`config.mk`:
```
export PLATFORM = sky130hd
export DESIGN_NAME = network_trust_gate
export DESIGN_NICKNAME = d
export VERILOG_FILES = /design/src/rtl/network_trust_gate.sv
export SDC_FILE = /design/constraint.sdc
export NUM_CORES = 1
export LEC_CHECK = 0
export CAP_MARGIN = 20
export CORE_ASPECT_RATIO = 2
export CORE_MARGIN = 10
export CORE_UTILIZATION = 62
export DETAILED_ROUTE_END_ITERATION = 10
export DONT_BUFFER_PORTS = 1
export PLACE_DENSITY = 0.85
export SETUP_SLACK_MARGIN = 0.5
export SLEW_MARGIN = 20
export SYNTH_ARGS = -nofsm -noshare
export SYNTH_HDL_FRONTEND = slang
export SYNTH_SLANG_ARGS = --single-unit
export TNS_END_PERCENT = 100
```
`constraint.sdc`:
```
create_clock -name CLK -period 1.52 [get_ports CLK]
set_input_delay 0.304 -clock CLK [delete_from_list [all_inputs] [get_ports CLK]]
set_output_delay 0.304 -clock CLK [all_outputs]
set_load 0.02 [all_outputs]
```
`src/rtl/network_trust_gate.sv`:
```
// network_trust_gate: forwards AXI-Stream-style frames only while the arbiter
// reports the network as trusted. The forward/drop decision is taken on the
// first beat of each frame. A mid-frame trust revocation truncates the frame
// with a zeroed beat that carries M_TLAST and M_TERR.
// Optional feature macro: NETWORK_TRUST_GATE_STATS_EN builds the saturating
// FRAMES_PASSED / FRAMES_DROPPED counters; without it both outputs read 0.
module network_trust_gate #(
  parameter int unsigned DATA_WIDTH = 32,
  parameter int unsigned CNT_WIDTH  = 16
) (
  input  logic                  CLK,
  input  logic                  RESET,
  input  logic                  TRUSTED,
  input  logic                  S_TVALID,
  output logic                  S_TREADY,
  input  logic [DATA_WIDTH-1:0] S_TDATA,
  input  logic                  S_TLAST,
  output logic                  M_TVALID,
  input  logic                  M_TREADY,
  output logic [DATA_WIDTH-1:0] M_TDATA,
  output logic                  M_TLAST,
  output logic                  M_TERR,
  output logic [CNT_WIDTH-1:0]  FRAMES_PASSED,
  output logic [CNT_WIDTH-1:0]  FRAMES_DROPPED
);

  typedef enum logic [1:0] {
    IDLE = 2'd0,
    PASS = 2'd1,
    DROP = 2'd2
  } state_t;

  state_t state;
  state_t state_next;
  logic   out_free;
  logic   accept;
  logic   load;
  logic   load_err;

  assign out_free = !M_TVALID || M_TREADY;
  assign accept   = S_TVALID && S_TREADY;

  // State register
  always_ff @(posedge CLK or posedge RESET) begin
    if (RESET) begin
      state <= IDLE;
    end else begin
      state <= state_next;
    end
  end

  // Next-state, upstream ready and output-register load decisions
  always_comb begin
    state_next = state;
    S_TREADY   = 1'b0;
    load       = 1'b0;
    load_err   = 1'b0;
    unique case (state)
      IDLE: begin
        S_TREADY = TRUSTED ? out_free : 1'b1;
        if (accept) begin
          if (TRUSTED) begin
            load       = 1'b1;
            state_next = S_TLAST ? IDLE : PASS;
          end else begin
            state_next = S_TLAST ? IDLE : DROP;
          end
        end
      end
      PASS: begin
        S_TREADY = out_free;
        if (accept) begin
          load = 1'b1;
          if (TRUSTED) begin
            state_next = S_TLAST ? IDLE : PASS;
          end else begin
            load_err   = 1'b1;
            state_next = S_TLAST ? IDLE : DROP;
          end
        end
      end
      DROP: begin
        S_TREADY = 1'b1;
        if (accept && S_TLAST) begin
          state_next = IDLE;
        end
      end
      default: begin
        state_next = IDLE;
      end
    endcase
  end

  // Downstream output register; a truncating beat is zeroed and closes the frame
  always_ff @(posedge CLK or posedge RESET) begin
    if (RESET) begin
      M_TVALID <= 1'b0;
      M_TDATA  <= '0;
      M_TLAST  <= 1'b0;
      M_TERR   <= 1'b0;
    end else if (load) begin
      M_TVALID <= 1'b1;
      M_TDATA  <= load_err ? '0 : S_TDATA;
      M_TLAST  <= S_TLAST || load_err;
      M_TERR   <= load_err;
    end else if (M_TREADY) begin
      M_TVALID <= 1'b0;
    end
  end

`ifdef NETWORK_TRUST_GATE_STATS_EN
  logic pass_inc;
  logic drop_inc;

  // A frame passes when its last beat is forwarded with trust still held
  assign pass_inc = accept && TRUSTED && S_TLAST && ((state == IDLE) || (state == PASS));
  // A frame drops when it starts untrusted or loses trust while forwarding
  assign drop_inc = accept && !TRUSTED && ((state == IDLE) || (state == PASS));

  // Saturating frame statistics
  always_ff @(posedge CLK or posedge RESET) begin
    if (RESET) begin
      FRAMES_PASSED  <= '0;
      FRAMES_DROPPED <= '0;
    end else begin
      if (pass_inc && (FRAMES_PASSED != '1)) begin
        FRAMES_PASSED <= FRAMES_PASSED + CNT_WIDTH'(1);
      end
      if (drop_inc && (FRAMES_DROPPED != '1)) begin
        FRAMES_DROPPED <= FRAMES_DROPPED + CNT_WIDTH'(1);
      end
    end
  end
`else
  assign FRAMES_PASSED  = '0;
  assign FRAMES_DROPPED = '0;
`endif

endmodule

```
==> results of run 1 <==
-- critical path: stages (launching register included) --
cell and delay, ps:
dfrtp_2 470, nor2b_4 160, o22ai_2 150, buf_6 140
-- power by group through the flow --
stage	combinational, mW	sequential (mW)	clock (mW)
global placement	0.686	2.30	0
global route	0.991	2.43	0.736
CTS	0.854	2.39	0.694
detailed placement	0.737	2.32	0
finish	0.879	2.36	0.680
floorplan	0.700	2.17	0
-- placed cells by master, fill, tap and decap left out, types with 2 or more instances in the layout --
master    instances
dfrtp_2          35
nand2_1          33
inv_1            32
conb_1           32
mux2i_1          31
clkbuf_8          6
buf_6             5
buf_12            3
and2b_2           2
a31oi_1           2
o21ai_0           2
buf_16            2
dfrtp_1           2
-- sequential cells by signal, indices dropped and copies added (netlist names) --
signal and flops:
M_TDATA 32, M_TLAST 1, M_TERR 1, M_TVALID 1, state 2
-- stage by stage --
step	std cells	total power, mW	instance area (um2)
2_1_floorplan	226	2.87	2100
3_3_place_gp	222	2.99	1890
3_5_place_dp	222	3.05	1890
4_1_cts	236	3.94	2140
5_1_grt	237	4.16	2170
6_report	237	3.92	2170
-- layout make-up --
class                           count  area, um2
Multi-Input combinational cell    116        722
Inverter                           33        128
Tap cell                           30       37.5
Timing Repair Buffer               14        229
Clock buffer                        7       86.3
Fill cell                         245        841
Sequential cell                    37        970
-- layer usage --
metal / GRT usage (%) / part of all wire (%)
met5: 0 / 0
met4: 7.81 / 2.4
met3: 6.37 / 12
met2: 26.0 / 54
met1: 13.0 / 31
-- repair_timing --
action	4_1_cts	5_1_grt
setup buffers	4	0
pin swaps	3	0
endpoints found under the setup margin	72	72
cloned	2	1
hold endpoints to repair	37	0
gates resized for setup	44	1
hold buffers	1	0
-- worst min-delay path by stage --
stage / slack, ps / depth (start not counted) / endpoint / from
floorplan: 260 / 1 / M_TDATA[0] / RESET
global placement: 230 / 2 / M_TDATA[27] / RESET
detailed placement: 230 / 2 / M_TDATA[6] / RESET
CTS: 100 / 1 / M_TERR / TRUSTED
global route: 100 / 1 / M_TERR / TRUSTED
finish: 100 / 1 / M_TERR / TRUSTED
-- cell families (layout without fill, tap and decap cells) --
family          count (synthesis)  count (layout)  share of synthesized area, %
flops                          37              37                          47.0
mux                            32              32                          16.3
compound gates                 10              10                          3.43
buf+inv                        73              54                          23.1
simple gates                   42              42                          9.98
other cells                     1              32                         0.191
==> metrics.md, run 1 <==
| Metric | Value |
|---|---|
| Sw Share | 42.0% |
| Setup crit end | S_TREADY |
| R2R depth | 5 |
| Synth async-reset ratio | 100% |
| Commonest cells in the synthesized netlist | 37 x dfrtp_1, 33 x inv_1, 33 x nand2_1 |
| Core footprint | 3010 um2 |
| Total of max-cap violations | 0 |
| Crit path from | M_TVALID |
| Dominant register cell in the synthesized netlist | dfrtp_1 |
| Flop2flop setup slack | 80 ps |
| Largest area contributor in the netlist | dfrtp_1 |
| Die area | 5960 um2 |
| Min Tclk post-route | 1510 ps |
| Die Y | 99.7 um |
| Reg clk slew, reported paths | 70 ps |
| Setup TNS | 0 ps |
| Clk_lat worst skew | 290 ps |
| Worst setup SP type | flop |
| TritonCTS clock tree | built |
| Worst hold margin | 104 ps |
| Leakage | 1.10 nW |
| Worst EP required | 1220 ps |
| Post-Syn Area per Cell | 10.1 um2 |
| Iter 0 DRT Violations | 15 |
| Clk root buf | clkbuf_8 |
| R2R Path End | M_TDATA[5] |
| Reg2reg start | M_TVALID |
| Count of final max-slew check failures | 0 |
| Seq cells post-synth | 37 |
| Antenna diodes | 0 |
| CP arrival | 1200 ps |
| Crit Path Category | flop to output port |
| Routed wire length per instance | 18.8 um |
| Vias in the first global route | 1,379 |
| Share of cells above drive strength 1 | 30.4% |
| Combinational Power Share | 22.4% |
| Post-route ant nets | 0 |
| Rows | 28 |
| Power Dens Cells | 1800 nW/um2 |
| GP Congestion | 0.746 |
| NumNets Final | 245 |
| YS warnings | 0 |
| Antenna violations before repair | 0 |
| CTS Buffer Depth | 2 |
| Switch Pwr | 1.64 mW |
| RSZ-0062 raised after global routing | yes |
| Largest net degree at the start of global routing | 38 |
| F_max | 664 MHz |
| # H-tree levels | 2 |
| Post-synth top area share | 47.0% |
| Worst Skew | 4.98 ps |
| Hold Fails Final Rpt | 0 |
| Worst hold path class | input port to flop |
| Total Wirelength | 4450 um |
| Part of the power in registers | 60.2% |
| Ranking of synthesized cells by area | dfrtp_1 47%, mux2i_1 16%, buf_4 12%, inv_1 6.3%, nand2_1 6.3% |
| Area Growth Syn to Fin | 10.4% |
| Cell with the most instances after synthesis | dfrtp_1 |
| Worst vdd ir | 0.952 mV |
| DR vias/cell | 5.10 |
| Register area share after synthesis | 47.0% |
| Total gr overflow | 0 |
| Critical path endpoint category | output port |
| Dpl hpwl | 3320 um |
| Remaining routing DRC violations | 0 |
| Fin util | 72.1% |
| Place WS | 92.1 ps |
| Cell-internal power | 2.27 mW |
| Clock power share | 17.3% |
| Die X | 59.8 um |
| # setup viols final | 0 |
| Total number of vias | 1,208 |
| Final Cycle Share | 99.1% |
| Outcome | finished, final reports clean |
| First-pass GRT wire length | 6760 um |
| Cts bufs inserted | 5 |
| Clock sinks | 37 |
| Distinct cells, synth | 23 |
| Post-synth EDFFs | 0 |
| Crit path max fanout | 3 |
| Post-route setup slack | 13.3 ps |
| Mapped Area | 1970 um2 |
| First-pass DRT Iterations | 4 |
| I/O pin cnt | 106 |
| Cells after synthesis | 195 |
| PortBufs | 0 |
| Initial Utilization | 65.3% |
| Global Route Usage Sum | 14.7% |
(Power assumes the default switching activity.)
==> run 2: changes to the inputs <==
--- a/config.mk
+++ b/config.mk
@@ -11,8 +11,9 @@
 export CORE_UTILIZATION = 62
 export DETAILED_ROUTE_END_ITERATION = 10
 export DONT_BUFFER_PORTS = 1
-export PLACE_DENSITY = 0.85
+export PLACE_DENSITY = 0.9
 export SETUP_SLACK_MARGIN = 0.5
+export SKIP_CTS_REPAIR_TIMING = 1
 export SLEW_MARGIN = 20
 export SYNTH_ARGS = -nofsm -noshare
 export SYNTH_HDL_FRONTEND = slang
==> run 2 against run 1 <==
  * Setup slack improved by 15 ps
  * Sequential power barely moved
  * Critical path depth did not move
  * Largest cell class unchanged
  * Total power fell by 0.93%
==> metrics.md, run 2 (synthesis gave the netlist of run 1 again) <==
| Metric | Value |
|---|---|
| First-pass DRT Iterations | 5 |
| PortBufs | 0 |
| Global Route Usage Sum | 13.9% |
| Total number of vias | 1,206 |
| Critical path endpoint category | output port |
| Routed wire length per instance | 19.1 um |
| Crit path from | state[1] |
| CTS Buffer Depth | 2 |
| CP cell instances | buf_4, o22ai_2, buf_6 |
| Dpl hpwl | 3450 um |
| Fin util | 71.8% |
| Worst stage delay on the critical path | 420 ps |
| Area Growth Syn to Fin | 9.98% |
| TritonCTS clock tree | built |
| NumNets Final | 246 |
| Largest net degree at the start of global routing | 24 |
| Count of final max-slew check failures | 0 |
| Endpoint, Worst Hold | M_TERR |
| CP arrival | 1190 ps |
| Initial Utilization | 65.3% |
| Clk_lat worst skew | 280 ps |
| Worst hold start | TRUSTED |
| Post-route design area | 2160 um2 |
| Total Wirelength | 4550 um |
| Final Cycle Share | 98.1% |
| Clock sinks | 37 |
| Die Y | 99.7 um |
| R2R Path End | M_TDATA[16] |
| Worst hold path class | input port to flop |
| Max reg flops | 32 |
| Outcome | finished, final reports clean |
| Die area | 5960 um2 |
| Worst EP required | 1220 ps |
| Core footprint | 3010 um2 |
| Reg clk slew, reported paths | 70 ps |
| Most common cell after layout, fill and taps aside | dfrtp_2 |
| R2R depth | 5 |
| Power Dens Cells | 1790 nW/um2 |
| Worst vdd ir | 1.01 mV |
| Post-route ant nets | 0 |
| Most frequent cells in the layout | 37 x dfrtp_2, 33 x nand2_1, 32 x inv_1, 32 x mux2i_1, 32 x conb_1 |
| RSZ-0062 raised after global routing | yes |
| Worst hold margin | 125 ps |
| Crit Path Category | flop to output port |
| Reg2reg start | state[1] |
| Worst path bufs/invs | 2 |
| Placed Area | 1890 um2 |
| DR vias/cell | 5.07 |
| Min Tclk post-route | 1490 ps |
| Hold Fails Final Rpt | 0 |
| Antenna diodes | 0 |
| Vias in the first global route | 1,333 |
| I/O pin cnt | 106 |
| Filler Cell Count | 213 |
| GP Congestion | 0.681 |
| Total gr overflow | 0 |
| Iter 0 DRT Violations | 18 |
| Share of cells above drive strength 1 | 32.7% |
| # H-tree levels | 2 |
| Cell family with most CP delay | flip-flops |
| Final Non-Filler Cells | 238 |
| Crit path max fanout | 5 |
| First-pass GRT wire length | 6510 um |
| Hold path cells | 1 |
| Worst Skew | 4.85 ps |
| Leakage | 1.10 nW |
| Placed insts | 223 |
| Largest reg by FF count | M_TDATA |
| Clk root buf | clkbuf_8 |
| Antenna violations before repair | 0 |
| F_max | 670 MHz |
| Flop2flop setup slack | 70 ps |
| Leading registers by flop count | M_TDATA x32, state x2 |
| Cts bufs inserted | 5 |
| Total of max-cap violations | 0 |
| Rows | 28 |
| Die X | 59.8 um |
| Remaining routing DRC violations | 0 |
| Worst setup SP type | flop |
| # setup viols final | 0 |
| Slowest-stage cell, CP | dfrtp_2 |
## run 2: worst max-delay path by stage
stage,endpoint,slack (ps),cells after the start
floorplan,M_TDATA[10],140,4
global placement,M_TDATA[30],200,4
detailed placement,M_TDATA[27],140,4
CTS,S_TREADY,-110,3
global route,S_TREADY,2,3
finish,S_TREADY,30,3
## run 2: cell type report
| cell class | count | area, um2 | area share (%) |
|---|---|---|---|
| clock buffer | 7 | 86.3 | 3.99 |
| inverter | 33 | 128 | 5.90 |
| multi-input combinational | 116 | 739 | 34.2 |
| sequential | 37 | 972 | 44.9 |
| tap | 30 | 37.5 | 1.73 |
| timing repair buffer | 15 | 201 | 9.31 |
## run 2: power breakdown
part / internal (mW) / switching (mW) / leakage [nW]
Sequential: 1.50 / 0.858 / 0.397
Combinational: 0.389 / 0.466 / 0.657
Clock: 0.359 / 0.313 / 0.0443
Total: 2.25 / 1.64 / 1.10
## run 2: metal layers
metal  GRT usage (%)  routed length [um]  up-vias  part of all wire [%]
li1                -                   -      556                     -
met1            12.6                1330      570                    29
met2            23.6                2510       74                    55
met3            7.64                 640        6                    14
met4            6.25                  76        0                   1.7
met5               0                   0        -                     0
## run 2: through the flow
stage	setup TNS, ps	power [mW]	setup WS, ps
after floorplan	0	2.87	141
after global placement	0	2.99	198
after detailed placement	0	3.06	139
after CTS	-108	3.74	-108
after global routing	0	4.12	2.35
final	0	3.88	28.2
==> run 3: changes to the inputs <==
--- a/config.mk
+++ b/config.mk
@@ -18,4 +18,4 @@
 export SYNTH_ARGS = -nofsm -noshare
 export SYNTH_HDL_FRONTEND = slang
 export SYNTH_SLANG_ARGS = --single-unit
-export TNS_END_PERCENT = 100
+export TNS_END_PERCENT = 10
==> constraint.sdc (replaced) <==
create_clock -name CLK -period 1.52 [get_ports CLK]
set_input_delay 0.38 -clock CLK [delete_from_list [all_inputs] [get_ports CLK]]
set_output_delay 0.38 -clock CLK [all_outputs]
set_load 0.02 [all_outputs]
==> run 3 against run 2 <==
  * The run now ends with negative setup slack left
  * Register-to-register slack improved by 50 ps
  * Critical path depth is the same
  * Routed wire length shrank 0.29%
  * Clock-buffer cell count is 1 lower
  * Cell count shrank 1.3%
  * Largest cell class unchanged
==> metrics.md, run 3 (synthesis gave the netlist of run 1 again) <==
| Metric | Value |
|---|---|
| Die area | 5960 um2 |
| Filler Cell Count | 232 |
| RSZ-0062 raised after global routing | yes |
| Core footprint | 3010 um2 |
| GP Congestion | 0.728 |
| Worst hold margin | 85.0 ps |
| Total gr overflow | 0 |
| Part of the power in registers | 57.5% |
| I/O pin cnt | 106 |
| First-pass DRT Iterations | 4 |
| Initial Utilization | 65.3% |
| PortBufs | 0 |
| Dpl hpwl | 3460 um |
| Outcome | complete, but fails checks |
| Total of max-cap violations | 0 |
| Placed Area | 1890 um2 |
| CP arrival | 1150 ps |
| Largest reg by FF count | M_TDATA |
| Rows | 28 |
| Critical path endpoint category | output port |
| Leakage | 1.09 nW |
| Most common cell after layout, fill and taps aside | dfrtp_2 |
| First-pass GRT wire length | 6510 um |
| Total Wirelength | 4540 um |
| F_max | 652 MHz |
| CTS Buffer Depth | 2 |
| Share of cells above drive strength 1 | 31.7% |
| # H-tree levels | 2 |
| Hold Fails Final Rpt | 0 |
| Clock power share | 21.6% |
| Largest net degree at the start of global routing | 38 |
| Crit path max fanout | 4 |
| Worst hold path class | input port to async pin |
| Leading registers by flop count | M_TDATA x32, state x2 |
| Clock sinks | 37 |
| Combinational Power Share | 20.9% |
| Crit Path Category | flop to output port |
| TritonCTS clock tree | built |
| Reg clk slew, reported paths | 70 ps |
| Max reg flops | 32 |
| Count of final max-slew check failures | 0 |
| R2R depth | 5 |
| DR vias/cell | 5.09 |
| Switch Pwr | 1.67 mW |
| Clk root buf | clkbuf_8 |
| Post-route setup slack | -14.4 ps |
| Vias in the first global route | 1,304 |
| Routed wire length per instance | 19.3 um |
| Final Cycle Share | 101% |
| Remaining routing DRC violations | 0 |
| Die Y | 99.7 um |
| Sw Share | 40.9% |
| Reg2reg start | state[1] |
| R2R Path End | M_TDATA[14] |
| Most frequent cells in the layout | 37 x dfrtp_2, 33 x inv_1, 33 x nand2_1 |
| NumNets Final | 242 |
| Violated checks | negative setup slack |
| Flop2flop setup slack | 120 ps |
| Worst vdd ir | 1.04 mV |
| Worst setup SP type | flop |
| Worst EP required | 1140 ps |
| Total number of vias | 1,195 |
| Antenna violations before repair | 0 |
| Power Dens Cells | 1900 nW/um2 |
| Cts bufs inserted | 5 |
| Global Route Usage Sum | 14.1% |
| Post-route ant nets | 0 |
| Worst Skew | 4.34 ps |
| Iter 0 DRT Violations | 23 |
| # setup viols final | 1 |
| Cell-internal power | 2.42 mW |
| Post-route design area | 2150 um2 |
| Clk_lat worst skew | 290 ps |
| Antenna diodes | 0 |
| Min Tclk post-route | 1530 ps |
| Area Growth Syn to Fin | 9.41% |
| Die X | 59.8 um |
-- run 3: cell type report --
cell class	instances	area (um2)	share of cell area (%)
inverters	33	124	5.75
flip-flops and latches	37	972	45.1
repair buffers	11	175	8.13
clock buffers	6	82.6	3.83
well taps	30	37.5	1.74
clock inverters	2	37.5	1.74
multi-input cells	116	724	33.6
-- run 3: layer usage --
layer / vias up / track usage [%] / wire (um)
met4: 0 / 6.08 / 72
li1: 553 / - / -
met5: - / 0 / 0
met2: 66 / 23.4 / 2470
met3: 8 / 6.75 / 578
met1: 568 / 14.1 / 1420
-- run 3: worst max path at each step --
stage | to | depth (start not counted) | start | slack (ps)
5_1_grt | S_TREADY | 3 | state[1] | -80
3_5_place_dp | M_TDATA[6] | 4 | M_TVALID | 130
6_report | S_TREADY | 3 | state[1] | -10
3_3_place_gp | M_TDATA[22] | 4 | M_TVALID | 200
4_1_cts | S_TREADY | 3 | state[1] | -140
2_1_floorplan | M_TDATA[10] | 4 | M_TVALID | 140
-- run 3: power by group through the flow --
stage	clock [mW]	combinational [mW]	sequential, mW
CTS	0.896	0.770	2.30
floorplan	0	0.699	2.17
detailed placement	0	0.768	2.31
finish	0.886	0.855	2.35
global placement	0	0.707	2.29
global route	0.937	0.966	2.42
-- run 3: stage by stage --
| step | worst slack (ps) | setup TNS (ps) | utilization [%] | instances | power (mW) |
|---|---|---|---|---|---|
| 6_report | -14.4 | -14.4 | 71.5 | 235 | 4.09 |
| 3_5_place_dp | 129 | 0 | 62.7 | 223 | 3.08 |
| 3_3_place_gp | 198 | 0 | 62.7 | 223 | 3.00 |
| 5_1_grt | -77.3 | -77.3 | 71.5 | 235 | 4.32 |
| 4_1_cts | -137 | -137 | 66.7 | 231 | 3.96 |
| 2_1_floorplan | 141 | 0 | - | 226 | 2.87 |
-- run 3: critical path, stage by stage, from the launching register on --
cell     delay (ps)
dfrtp_2         390
and2b_2         220
o22ai_2         120
buf_6           140
